File: src/rtl/clk_div_ctrl.sv
// ---------------------------------------------------------------------------
// clk_div_ctrl
//
// Run-time controller for the board clock divider. It sequences start/stop,
// accepts new divisors over a valid/ready handshake, and changes the divisor
// only at period boundaries so that the divided outputs never glitch. It
// produces a one-cycle tick at the end of every period and a divided level
// clock (clk_out) for slow-rate consumers such as timers, debouncers and
// displays.
//
// Optional feature macro: CLK_DIV_CTRL_ONESHOT_EN
//   When defined, the input 'oneshot' exists. It is sampled together with
//   start in IDLE. oneshot=1 runs exactly one period and then returns to
//   IDLE, as if stop had already been taken. When the macro is undefined the
//   port is absent and every start runs until stop.
//
// Parameters
//   WIDTH        width of the divisor and of the period counter
//   DEFAULT_DIV  active divisor after reset
//   MIN_DIV      smallest legal divisor; smaller offers are rejected
//
// Ports
//   clk_in      in   1      board clock
//   rst_n       in   1      asynchronous active-low reset
//   start       in   1      level-sampled request to run
//   stop        in   1      level-sampled request to stop after this period
//   oneshot     in   1      (only with CLK_DIV_CTRL_ONESHOT_EN) run one period
//   cfg_valid   in   1      new divisor offered
//   cfg_div     in   WIDTH  offered divisor
//   cfg_ready   out  1      controller can accept a divisor (no pending one)
//   cfg_err     out  1      one-cycle pulse: accepted divisor was illegal
//   running     out  1      high while in RUN or DRAIN
//   tick        out  1      one-cycle pulse at the end of each period
//   clk_out     out  1      divided clock, high for first floor(div/2) counts
//   period_cnt  out  16     completed periods since reset, wraps to 0
// ---------------------------------------------------------------------------
module clk_div_ctrl #(
   parameter int          WIDTH       = 28,
   parameter int unsigned DEFAULT_DIV = 100000000,
   parameter int unsigned MIN_DIV     = 2
) (
   input  logic             clk_in,
   input  logic             rst_n,
   input  logic             start,
   input  logic             stop,
`ifdef CLK_DIV_CTRL_ONESHOT_EN
   input  logic             oneshot,
`endif
   input  logic             cfg_valid,
   input  logic [WIDTH-1:0] cfg_div,
   output logic             cfg_ready,
   output logic             cfg_err,
   output logic             running,
   output logic             tick,
   output logic             clk_out,
   output logic [15:0]      period_cnt
);

   localparam logic [WIDTH-1:0] DEF_DIV_W = WIDTH'(DEFAULT_DIV);
   localparam logic [WIDTH-1:0] MIN_DIV_W = WIDTH'(MIN_DIV);
   localparam logic [WIDTH-1:0] ONE_W     = WIDTH'(1);

   typedef enum logic [1:0] {
      IDLE  = 2'd0,
      RUN   = 2'd1,
      DRAIN = 2'd2
   } state_t;

   // -----------------------------------------------------------------------
   // State and datapath registers
   // -----------------------------------------------------------------------
   state_t           state_reg, state_next;
   logic [WIDTH-1:0] cnt_reg, cnt_next;
   logic [WIDTH-1:0] active_div_reg, active_div_next;
   logic [WIDTH-1:0] pend_div_reg, pend_div_next;
   logic             pend_valid_reg, pend_valid_next;

   // Registered outputs
   logic             tick_reg, tick_next;
   logic             clk_out_reg, clk_out_next;
   logic             cfg_err_reg, cfg_err_next;
   logic [15:0]      period_cnt_reg, period_cnt_next;

   // Shared decode
   logic             counting;
   logic             wrap;
   logic             cfg_xfer;
   logic             cfg_legal;
   logic             oneshot_req;
   logic [WIDTH-1:0] half_div;

`ifdef CLK_DIV_CTRL_ONESHOT_EN
   assign oneshot_req = oneshot;
`else
   assign oneshot_req = 1'b0;
`endif

   // RUN and DRAIN count identically; only what happens at the wrap differs.
   assign counting  = (state_reg != IDLE);
   // active_div >= MIN_DIV >= 2, so the subtraction cannot underflow.
   assign wrap      = counting && (cnt_reg == (active_div_reg - ONE_W));
   assign half_div  = active_div_reg >> 1;
   assign cfg_xfer  = cfg_valid && !pend_valid_reg;
   assign cfg_legal = (cfg_div >= MIN_DIV_W);

   // -----------------------------------------------------------------------
   // FSM: state register
   // -----------------------------------------------------------------------
   always_ff @(posedge clk_in or negedge rst_n) begin
      if (!rst_n) begin
         state_reg <= IDLE;
      end else begin
         state_reg <= state_next;
      end
   end

   // -----------------------------------------------------------------------
   // FSM: next-state logic
   // -----------------------------------------------------------------------
   always_comb begin
      state_next = state_reg;
      case (state_reg)
         IDLE: begin
            // start together with stop is treated as "do nothing".
            if (start && !stop) begin
               state_next = oneshot_req ? DRAIN : RUN;
            end
         end
         RUN: begin
            // A stop landing on the final count of a period ends right here;
            // otherwise the current period is allowed to finish in DRAIN.
            if (stop) begin
               state_next = wrap ? IDLE : DRAIN;
            end
         end
         DRAIN: begin
            // A fresh start cancels the pending stop. It also wins over a
            // simultaneous wrap so the divider keeps running without a gap.
            if (start && !stop) begin
               state_next = RUN;
            end else if (wrap) begin
               state_next = IDLE;
            end
         end
         default: begin
            state_next = IDLE;
         end
      endcase
   end

   // -----------------------------------------------------------------------
   // FSM: outputs decoded from the state register
   // -----------------------------------------------------------------------
   always_comb begin
      running   = counting;
      cfg_ready = !pend_valid_reg;
   end

   // -----------------------------------------------------------------------
   // Period counter
   // -----------------------------------------------------------------------
   always_comb begin
      cnt_next = cnt_reg;
      if (!counting || wrap) begin
         cnt_next = '0;
      end else begin
         cnt_next = cnt_reg + ONE_W;
      end
   end

   // -----------------------------------------------------------------------
   // Divisor handshake
   //   Idle: a legal divisor takes effect immediately.
   //   Counting: it is parked in pend_div and swapped in at the next wrap,
   //   so a period is never shortened or stretched mid-way. A transfer can
   //   only happen while nothing is pending, so a divisor accepted on a wrap
   //   cycle cannot collide with the swap and waits for the following wrap.
   // -----------------------------------------------------------------------
   always_comb begin
      active_div_next = active_div_reg;
      pend_div_next   = pend_div_reg;
      pend_valid_next = pend_valid_reg;

      if (wrap && pend_valid_reg) begin
         active_div_next = pend_div_reg;
         pend_valid_next = 1'b0;
      end

      if (cfg_xfer && cfg_legal) begin
         if (!counting) begin
            active_div_next = cfg_div;
         end else begin
            pend_div_next   = cfg_div;
            pend_valid_next = 1'b1;
         end
      end
   end

   always_ff @(posedge clk_in or negedge rst_n) begin
      if (!rst_n) begin
         cnt_reg        <= '0;
         active_div_reg <= DEF_DIV_W;
         pend_div_reg   <= '0;
         pend_valid_reg <= 1'b0;
      end else begin
         cnt_reg        <= cnt_next;
         active_div_reg <= active_div_next;
         pend_div_reg   <= pend_div_next;
         pend_valid_reg <= pend_valid_next;
      end
   end

   // -----------------------------------------------------------------------
   // Registered outputs (one cycle behind the counter)
   // -----------------------------------------------------------------------
   always_comb begin
      tick_next       = wrap;
      clk_out_next    = counting && (cnt_reg < half_div);
      cfg_err_next    = cfg_xfer && !cfg_legal;
      period_cnt_next = wrap ? (period_cnt_reg + 16'd1) : period_cnt_reg;
   end

   always_ff @(posedge clk_in or negedge rst_n) begin
      if (!rst_n) begin
         tick_reg       <= 1'b0;
         clk_out_reg    <= 1'b0;
         cfg_err_reg    <= 1'b0;
         period_cnt_reg <= 16'd0;
      end else begin
         tick_reg       <= tick_next;
         clk_out_reg    <= clk_out_next;
         cfg_err_reg    <= cfg_err_next;
         period_cnt_reg <= period_cnt_next;
      end
   end

   assign tick       = tick_reg;
   assign clk_out    = clk_out_reg;
   assign cfg_err    = cfg_err_reg;
   assign period_cnt = period_cnt_reg;

endmodule
File: config.mk
export PLATFORM = sky130hd
export DESIGN_NAME = clk_div_ctrl
export DESIGN_NICKNAME = d
export VERILOG_FILES = /design/src/rtl/clk_div_ctrl.sv
export SDC_FILE = /design/constraint.sdc
export NUM_CORES = 1
export LEC_CHECK = 0
export CORE_MARGIN = 5
export CORE_UTILIZATION = 30
export CTS_BUF_LIST = sky130_fd_sc_hd__clkbuf_4 sky130_fd_sc_hd__clkbuf_8
export CTS_CLUSTER_SIZE = 12
export DETAILED_ROUTE_END_ITERATION = 6
export GPL_ROUTABILITY_DRIVEN = 0
export PLACE_DENSITY = 0.54
export SETUP_SLACK_MARGIN = 0.3
export SLEW_MARGIN = 20
export SYNTH_ARGS = -nofsm -noshare
export SYNTH_HDL_FRONTEND = slang
export SYNTH_SLANG_ARGS = --single-unit
File: constraint.sdc
create_clock -name clk_in -period 5.9 [get_ports clk_in]
set_input_delay 0.59 -clock clk_in [delete_from_list [all_inputs] [get_ports clk_in]]
set_output_delay 0.59 -clock clk_in [all_outputs]
set_load 0.05 [all_outputs]
==> After elaboration in Yosys (flattened, before gate mapping) <==
Cells that the tools add are included.
{ "word_totals": {"ram_bits": 0, "memories": 0, "mem_bits_ro": 0, "latchBits": 0, "out_inout_bits": 21, "ff_bits": 106, "in_bits": 33, "wordCells": 49} }
{ "op_classes": {"eq_ne": 6, "reduce_logical": 16, "bitwise_logic": 0, "addsub": 3, "n_lt_le_gt_ge": 2, "muxes": 13, "shifts": 0, "div_mod_pow": 0, "mul": 0} }
{ "ops": {"columns": ["operator", "n"], "rows": [
  ["$mux 28", 4],
  ["$add 28x1->28 const B", 1],
  ["$eq 28x28->1", 1],
  ["$ge 28x2->1 const B", 1],
  ["$lt 28x27->1", 1],
  ["$sub 28x1->28 const B", 1],
  ["$add 16x1->16 const B", 1],
  ["$mux 2", 5],
  ["$logic_and 1x1->1", 7],
  ["$pmux 2 s3", 1],
  ["$logic_not 1->1", 4],
  ["$ne 2x2->1 const B", 2],
  ["$mux 1", 3],
  ["$ne 3x3->1 const B", 1],
  ["$reduce_and 3->1", 1],
  ["$eq 2x1->1 const B", 1],
  ["$eq 2x2->1 const B", 1],
  ["$logic_not 2->1", 1],
  ["$reduce_and 2->1", 1],
  ["$reduce_bool 2->1", 1],
  ["$logic_or 1x1->1", 1]
]} }

==> Logic depth before layout (Yosys ltp) <==
Gate-level depths: netlist (run 1).
{ "depth": {"depth_word": 7, "depth_mapped": 13, "depth_no_buf": 10} }

==> Least setup slack after synthesis (run 1) <==
No wires, ideal clock.
{ "synth_path": {"path_kind": "reg-to-reg", "startpoint": "register active_div_reg[0]", "endpoint": "register active_div_reg[6]", "setup_time_ns": 0.087, "required_ns": 5.813, "arrival_ns": 3.092, "n_path_buf": 2, "stages_incl_launch_ff": 13, "slack_ns": 2.722, "synth_period_minus_slack_ns": 3.178, "cell_sequence": "dfrtp_1 -> inv_1 -> ha_1 -> or3b_1 -> clkbuf_1 -> or4b_1 -> a21oi_1 -> nor2_1 -> and2_1 -> or4_1 -> buf_1 -> or3_1 -> o211ai_1"} }
{ "synth_between": {"elab_chain_len": 7} }
{ "synth_lines": {"columns": ["item", "line", "rtl"], "rows": [
  ["from (decl)", "74", "logic [WIDTH-1:0] active_div_reg, active_div_next;"],
  ["from (signal assigned)", "207", "active_div_reg <= active_div_next;"],
  ["$sub 28x1->28 *", "101", "assign wrap = counting && (cnt_reg == (active_div_reg - ONE_W));"],
  ["$eq 28x28->1 *", "101", null],
  ["$logic_and 1x1->1 *", "101", null],
  ["$logic_and 1x1->1 *", "184", "if (wrap && pend_valid_reg) begin"],
  ["$mux 28 *", "184", null],
  ["$mux 28", "190", "if (!counting) begin"],
  ["$mux 28 *", "189", "if (cfg_xfer && cfg_legal) begin"],
  ["net active_div_next[6]", "74", null]
]} }
The timed path passes the listed nets; every way through them passes the cells marked *.
A chain may end at the register's enable or synchronous reset.

==> Worst setup path in the final report (run 1) <==
{ "layout_path": {"startpoint": "register active_div_reg[0]", "endpoint": "register cnt_reg[10]"} }
{ "layout_between": {"elab_chain_len": 5} }
{ "layout_lines": {"columns": ["item", "line", "rtl"], "rows": [
  ["$sub 28x1->28", "101", null],
  ["$eq 28x28->1", "101", null],
  ["$logic_and 1x1->1", "101", null],
  ["$logic_or 1x1->1", "164", "if (!counting || wrap) begin"],
  ["$mux 28", "164", null],
  ["net cnt_next[10]", "73", "logic [WIDTH-1:0] cnt_reg, cnt_next;"],
  ["to (signal assigned)", "206", "cnt_reg <= cnt_next;"],
  ["to (decl)", "73", null]
]} }
The timed path passes the listed nets, and every way through them passes these cells.

==> results of run 1 <==
final cells by class:
| cell class | instances | area (sq um) |
|---|---|---|
| Inverter | 34 | 128 |
| Tap cell | 280 | 350 |
| Timing Repair Buffer | 59 | 573 |
| Fill cell | 2211 | 14200 |
| Clock inverter | 6 | 98.8 |
| Sequential cell | 106 | 2670 |
| Clock buffer | 10 | 131 |
| Multi-Input combinational cell | 513 | 3560 |
power breakdown:
| group | switching (mW) | internal, mW | total (mW) |
|---|---|---|---|
| Sequential | 0.0202 | 0.738 | 0.759 |
| Clock | 0.282 | 0.251 | 0.533 |
| Combinational | 0.112 | 0.0545 | 0.166 |
| Total | 0.414 | 1.04 | 1.46 |
per-layer routing:
layer  GRT usage [%]  vias to the layer above
li1                -                     2555
met1            20.8                     2507
met2            21.0                      121
met3            2.43                       22
met4            5.20                        0
met5               0                        -
cell usage after synthesis (11+ instances only):
cell	number	share of area [%]
nand4_1	45	4.3
nand3_1	20	1.5
buf_2	14	1.1
mux2_2	29	5.0
xnor2_1	43	5.7
inv_1	34	1.9
nand2_1	52	3.0
nor3_1	14	1.1
and3_1	11	1.0
xor2_1	34	4.5
a31oi_1	25	2.4
clkbuf_1	23	1.3
nor4_1	19	1.8
dfstp_2	12	4.8
dfrtp_1	94	36
nor2_1	73	4.2
ha_1	29	5.5
a21o_1	11	1.3
cell families after synthesis:
kind of cell,after synthesis,share of synthesized area [%]
multiplexers,30,5.13
XOR/XNOR,77,10.3
AND/OR/NAND/NOR,289,23.7
AO/OA/AOI/OAI,88,9.53
buffers and inverters,77,5.08
adder cells (fa/ha/maj),29,5.54
flip-flops,106,40.7
worst max-delay path, stage by stage, from the launching register on:
cell,delay (ns)
dfrtp_1,0.46
inv_1,0.08
ha_1,0.20
nor3b_1,0.76
a21oi_1,0.15
a31o_2,0.26
nor4b_1,0.37
nand4bb_1,0.20
nor4_4,0.29
buf_4,0.37
or2_2,0.54
nor2_1,0.12
worst min-delay path by stage:
stage                    from                end  slack (ns)  cells past startpoint
3_3_place_gp   period_cnt[15]     period_cnt[15]        0.46                      1
4_1_cts                 rst_n      period_cnt[1]        0.16                      1
6_report                rst_n      period_cnt[1]        0.14                      1
3_5_place_dp   period_cnt[15]     period_cnt[15]        0.46                      1
5_1_grt                 rst_n      period_cnt[1]        0.17                      1
2_1_floorplan           rst_n  active_div_reg[0]        0.29                      0
metrics by stage:
stage | hold WS, ns | worst slack (ns)
4_1_cts | 0.162 | 1.87
6_report | 0.144 | 1.93
3_5_place_dp | 0.463 | 1.89
2_1_floorplan | 0.294 | 2.72
5_1_grt | 0.168 | 1.60
3_3_place_gp | 0.463 | 1.96
==> run metrics, run 1 <==
status complete, no violations; remaining antenna violation count 0; Setup violations, final 0; I/O pins 54; Num CTS Buffers 9; Final Hold Fails 0; pwr/cell area 194 nW/um^2; fmax 252 MHz; Cells after Synth 696; CTS resizes 0; Post-Route WL 17,100 um; DRT iter0 DRCs 293; Seq/Total Area, Yosys 40.7%; worst r2r src active_div_reg[0]; Post-DP Area 7280 sq um; vias per cell 5.16; DR vias 5,205; I/O Buffers 53; reg-to-reg endpoint cnt_reg[10]; Core Region 21,700 sq um; syn avg cell area 9.42 sq um; worst-margin pin slew 0.902 ns; DP HPWL 12,700 um; WL met1 8350 um; number of global-route vias before repair 5,095; CTS Sinks 106; metal3 WL 725 um; pin count of the biggest net entering global routing 66; diode count 0; gr ovfl total 0; Primary FF master, synth dfrtp_1; count of cell types in the netlist 59; # Max-Cap Violations 0; Die X 158 um; DIE AREA 24,900 sq um; crit path to cnt_reg[10]; final non-filler cell total 1,008; final instance area 7510 sq um; post-CTS setup buffers 0; register bit total from synthesis 106; root buf cell clkbuf_8; Worst Setup SP active_div_reg[0]; Mapped Area 6560 sq um; DR pass1 iterations 5; CP startpoint kind register; Mapped Nets 758; Die Y-Extent 158 um; Clk Latency, worst-skew pair 0.41 ns; Layout Area Growth over Synthesis 14.6%; initial antenna violation count 0; CTS tree done; first-pass GRT wire length 28,300 um; setup slack, reg-to-reg 1.93 ns; clock tree buffer depth 2; Total GRT Usage 14.2%; Slew Limit Headroom 39.7%; EDFF count, synth 0; RSZ-0062 raised after global routing false; Final period util 67.2%; FP Rows 54; layout cells sized above 1 10.6%; DR top layer met4; Cells after DPL 992; hold_buf cts 0; yosys warns 0; CTS clk-pin slew, worst paths 0.11 ns; Final Skew 0.0219 ns; R2R depth 11; fin crit period 3.97 ns; ys async rst share 100%; Critical Path RT 6.17 ns; Total Power 1.46 mW; Critical Path Sink Type register; crit path DAT 4.23 ns; CTS H-tree lvls 3; Avg WL per Cell 17.0 um; Nets 785; Post-route DRC 0; Initial Utilization 30.2%; Worst Hold Class in2async; most common cell after layout, fill and taps aside dfrtp_1; WS Path Type reg2reg; worst ir drop on vdd 0.127 mV; Max Slew Vio Count 0; commonest cells after routing, fill and taps aside dfrtp_1, nor2_1, nand2_1, clkdlybuf4s50_1, nand4_1; metal2 WL 7650 um; critical-path maximum fanout 29; setup tns final 0 ns; Final Util 34.6%; cell leakage power 3.55 nW
No activity file was read; power rests on OpenSTA's default activity.
==> run 2: changes to the inputs <==
--- a/config.mk
+++ b/config.mk
@@ -11,7 +11,7 @@
 export CTS_CLUSTER_SIZE = 12
 export DETAILED_ROUTE_END_ITERATION = 6
 export GPL_ROUTABILITY_DRIVEN = 0
-export PLACE_DENSITY = 0.54
+export PLACE_DENSITY = 0.55
 export SETUP_SLACK_MARGIN = 0.3
 export SLEW_MARGIN = 20
 export SYNTH_ARGS = -nofsm -noshare
==> constraint.sdc (replaced) <==
create_clock -name clk_in -period 3.2 [get_ports clk_in]
set_input_delay 0.32 -clock clk_in [delete_from_list [all_inputs] [get_ports clk_in]]
set_output_delay 0.32 -clock clk_in [all_outputs]
set_load 0.05 [all_outputs]
==> run 2 against run 1 <==
The run now ends with setup timing left. Sequential power is 83% higher. Final cell count is 7.4% higher. Global-route usage is 1.1 points higher. Non-clock buffer count is 75 higher. Hold slack better by 0.26 ns. Sequential cell count stayed put. Combinational power grew to 3.0 times the previous value. Critical path type unchanged. Clock skew is 0.0060 ns lower. Critical endpoint is now cnt_reg[12]. Design area is 15% higher. Register-to-register slack worse by 2.0 ns. Core utilization is 5.1 points higher.
==> run metrics, run 2 (synthesized netlist as in run 1, its figures left out) <==
Nets 860; DRT iter0 DRCs 370; DR pass1 iterations 5; Slew Limit Headroom 57.4%; WS Path Type reg2reg; Critical Path RT 3.49 ns; RSZ-0062 raised after global routing true; most common cell after layout, fill and taps aside dfrtp_1; critical path buffer and inverter count 3; CTS H-tree lvls 3; metal2 WL 8810 um; crit path DAT 3.53 ns; WL met1 9040 um; Total Power 2.74 mW; Final Skew 0.0160 ns; diode count 0; minimum hold slack 0.403 ns; FP Rows 54; remaining antenna violation count 0; metal3 WL 899 um; Setup violations, final 35; # Max-Cap Violations 0; Total GRT Usage 15.3%; Die X 158 um; Worst Hold Class in2async; DP HPWL 13,700 um; violated checks setup timing; CP startpoint kind register; I/O Buffers 53; Post-DP Area 7800 sq um; Top Family by Delay on Critical Path simple AND/OR/NAND/NOR gates; Clk Latency, worst-skew pair 0.40 ns; Post-Route WL 19,200 um; fin crit period 3.24 ns; first-pass GRT wire length 30,400 um; Final Hold Fails 0; crit-path cells or4_4, buf_4, or3_4, nor4_4, o22ai_1, or2_1, nor4_4, buf_4, or2_4, clkbuf_16, nor2_2; CTS Sinks 106; status complete, but fails checks; setup tns final -0.714 ns; gr ovfl total 0; CTS tree done; Layout Area Growth over Synthesis 31.6%; critical-path maximum fanout 7; vias per cell 5.23; DIE AREA 24,900 sq um; Final Util 39.8%; final instance area 8630 sq um; Post-route DRC 0; I/O pins 54; pin count of the biggest net entering global routing 74; Avg WL per Cell 17.7 um; Final period util 101%; Cells after DPL 1,045; Critical Path Sink Type register; Initial Utilization 30.2%; Max Slew Vio Count 0; DR top layer met4; worst-margin pin slew 0.633 ns; initial antenna violation count 0; Place WS -0.0599 ns; fmax 308 MHz; pwr/cell area 317 nW/um^2; worst ir drop on vdd 0.190 mV; DR vias 5,667; number of global-route vias before repair 5,489; crit-path max cell delay 0.50 ns; commonest cells after routing, fill and taps aside dfrtp_1, buf_4, nand2_1, clkdlybuf4s50_1, nand4_1; cell leakage power 4.01 nW; CTS clk-pin slew, worst paths 0.11 ns; CP max stage cell or4_4; Num CTS Buffers 9; root buf cell clkbuf_8; final critical-path setup slack -0.0417 ns; final non-filler cell total 1,083; Die Y-Extent 158 um; clock tree buffer depth 2; layout cells sized above 1 26.5%; Core Region 21,700 sq um
## run 2: area by class of cell
cell class	count	area, sq um
Inverter	34	128
Multi-Input combinational cell	513	3960
Sequential cell	106	2670
Fill cell	2133	13100
Clock buffer	10	131
Timing Repair Buffer	134	1340
Clock inverter	6	57.6
Tap cell	280	350
## run 2: timing repair
item,CTS,global route
endpoints found under the setup margin,74,75
hold buffers,1,0
resized for setup,22,76
hold endpoints to repair,25,0
setup buffers,11,4
cloned,2,4
pin swaps,17,65
## run 2: path summary, 6_finish.rpt
path	startpoint	cells past startpoint	to	slack, ns
worst max-delay path	active_div_reg[6]	11	cnt_reg[12]	-0.04
worst min-delay path	rst_n	2	pend_div_reg[21]	0.40
worst max register to register	active_div_reg[6]	11	cnt_reg[12]	-0.04
worst min register to register	period_cnt[15]	1	period_cnt[15]	0.49
max in group asynchronous	rst_n	3	cnt_reg[3]	2.02
min in group clk_in	cfg_valid	3	cfg_err	0.47
## run 2: worst register-to-register path, delay by kind of cell, from the launching register on
family / cells / cell delay, ns
DFF: 1 / 0.46
AOI/OAI and AO/OA: 1 / 0.14
and+or+nand+nor: 7 / 1.95
buffers and inverters: 3 / 0.58
## run 2: per-layer routing
metal,vias to the layer above,track usage (%)
li1,2705,-
met1,2789,22.0
met2,143,23.1
met3,30,3.47
met4,0,4.38
met5,-,0
## run 2: power breakdown
| group | internal, mW | total [mW] | switching, mW |
|---|---|---|---|
| logic | 0.185 | 0.495 | 0.310 |
| registers | 1.36 | 1.39 | 0.0330 |
| clock network | 0.311 | 0.846 | 0.535 |
==> run 3: changes to the inputs <==
--- a/config.mk
+++ b/config.mk
@@ -13,6 +13,7 @@
 export GPL_ROUTABILITY_DRIVEN = 0
 export PLACE_DENSITY = 0.55
 export SETUP_SLACK_MARGIN = 0.3
+export SKIP_CTS_REPAIR_TIMING = 1
 export SLEW_MARGIN = 20
 export SYNTH_ARGS = -nofsm -noshare
 export SYNTH_HDL_FRONTEND = slang
==> run 3 against run 2 <==
Design area decreased by 4.5%. Critical path depth rose by 3. Largest cell class unchanged. Highest routed layer unchanged. Critical path type unchanged. Clock-buffer cell count unchanged. Clock power fell by 0.8%. The run now ends clean. Final cell count decreased by 1.0%. Critical endpoint is now active_div_reg[11]. First-iteration DRC count is 4.6% lower.
==> run metrics, run 3 (synthesized netlist as in run 1, its figures left out) <==
status complete, no violations; diode count 0; layout cells sized above 1 20.8%; Critical Path RT 3.51 ns; Comb pwr share 13.5%; crit-path max cell delay 0.52 ns; CP max stage cell or4b_4; worst-margin pin slew 0.527 ns; Total GRT Usage 14.8%; Post-Route WL 18,500 um; Critical Path Sink Type register; Worst Hold Class in2async; R2R depth 14; Final period util 99.6%; Num CTS Buffers 9; Filler Cell Count 2,163; final critical-path setup slack 0.0122 ns; setup slack, reg-to-reg 0.01 ns; DR vias 5,563; I/O Buffers 53; metal2 WL 8480 um; Worst Setup SP active_div_reg[1]; Layout Area Growth over Synthesis 25.7%; Initial Utilization 30.2%; Clk Latency, worst-skew pair 0.40 ns; Slew Limit Headroom 64.8%; Avg WL per Cell 17.3 um; DIE AREA 24,900 sq um; Clock power frac 32.5%; # Max-Cap Violations 0; crit-path cells inv_1, ha_2, or3b_4, buf_6, or4b_4, a21oi_4, nor2_4, and2_4, buf_6, nor4_4, buf_6, clkbuf_16, nand4_1, a31oi_1; DR pass1 iterations 5; CTS H-tree lvls 3; Die Y-Extent 158 um; Top cell by count, worst path buf_6; DRT iter0 DRCs 353; fmax 314 MHz; Top Family by Delay on Critical Path simple AND/OR/NAND/NOR gates; worst ir drop on vdd 0.194 mV; setup tns final 0 ns; critical-path maximum fanout 7; commonest cells after routing, fill and taps aside dfrtp_1, nor2_1, buf_4, nand2_1, clkdlybuf4s50_1; vias per cell 5.19; Sw Pwr 783 uW; I/O pins 54; Final Skew 0.0152 ns; RSZ-0062 raised after global routing true; FP Rows 54; first-pass GRT wire length 29,500 um; DP HPWL 13,700 um; Max Slew Vio Count 0; number of global-route vias before repair 5,364; most common cell after layout, fill and taps aside dfrtp_1; WL met1 8840 um; Final Hold Fails 0; remaining antenna violation count 0; CP startpoint kind register; Die X 158 um; initial antenna violation count 0; minimum hold slack 0.405 ns; sw frac 30.4%; CTS Sinks 106; Post-route DRC 0; CTS tree done; critical path buffer and inverter count 5; Total Power 2.58 mW; DR top layer met4; pin count of the biggest net entering global routing 74; CTS clk-pin slew, worst paths 0.11 ns; pwr/cell area 313 nW/um^2; internal power 1.80 mW; cell leakage power 3.94 nW; metal3 WL 901 um; reg-to-reg endpoint active_div_reg[11]; Multi-input gate area 3720 sq um; WS Path Type reg2reg; root buf cell clkbuf_8; Nets 849; critical path depth in cells 14; gr ovfl total 0; Seq pwr share 54.0%; Setup violations, final 0; Final Util 38.0%; clock tree buffer depth 2; Seq. cell area 2670 sq um; crit path DAT 3.50 ns; Core Region 21,700 sq um; worst r2r src active_div_reg[1]; Place WS -0.0599 ns; fin crit period 3.19 ns
[run 3: power by group through the flow]
stage	logic [mW]	registers (mW)	clock network, mW
3_5_place_dp	0.343	1.42	0
3_3_place_gp	0.342	1.42	0
2_1_floorplan	0.171	1.42	0
5_1_grt	0.378	1.40	0.926
4_1_cts	0.346	1.39	0.880
6_report	0.347	1.39	0.839
[run 3: routing by layer]
metal / vias up / global-route usage, %
met1: 2717 / 21.6
met2: 144 / 22.2
met3: 22 / 3.39
li1: 2680 / -
met5: - / 0
met4: 0 / 3.65
[run 3: cell type report]
type / instances / share of cell area (%)
multi-input cells: 513 / 45.1
flip-flops and latches: 106 / 32.4
repair buffers: 123 / 14.4
well taps: 280 / 4.25
clock buffers: 10 / 1.59
inverters: 34 / 1.55
clock inverters: 6 / 0.698
[run 3: per-stage QoR]
stage	area, sq um	std cells
floorplan	6640	696
finish	8240	1072
detailed placement	7800	1045
CTS	7990	1061
global placement	7800	1045
global route	8240	1072
[run 3: worst max path at each step]
stage / end / slack, ns
floorplan: active_div_reg[6] / 0.15
global placement: active_div_reg[5] / -0.04
detailed placement: active_div_reg[6] / -0.06
CTS: active_div_reg[5] / -0.10
global route: active_div_reg[7] / -0.11
finish: active_div_reg[11] / 0.01
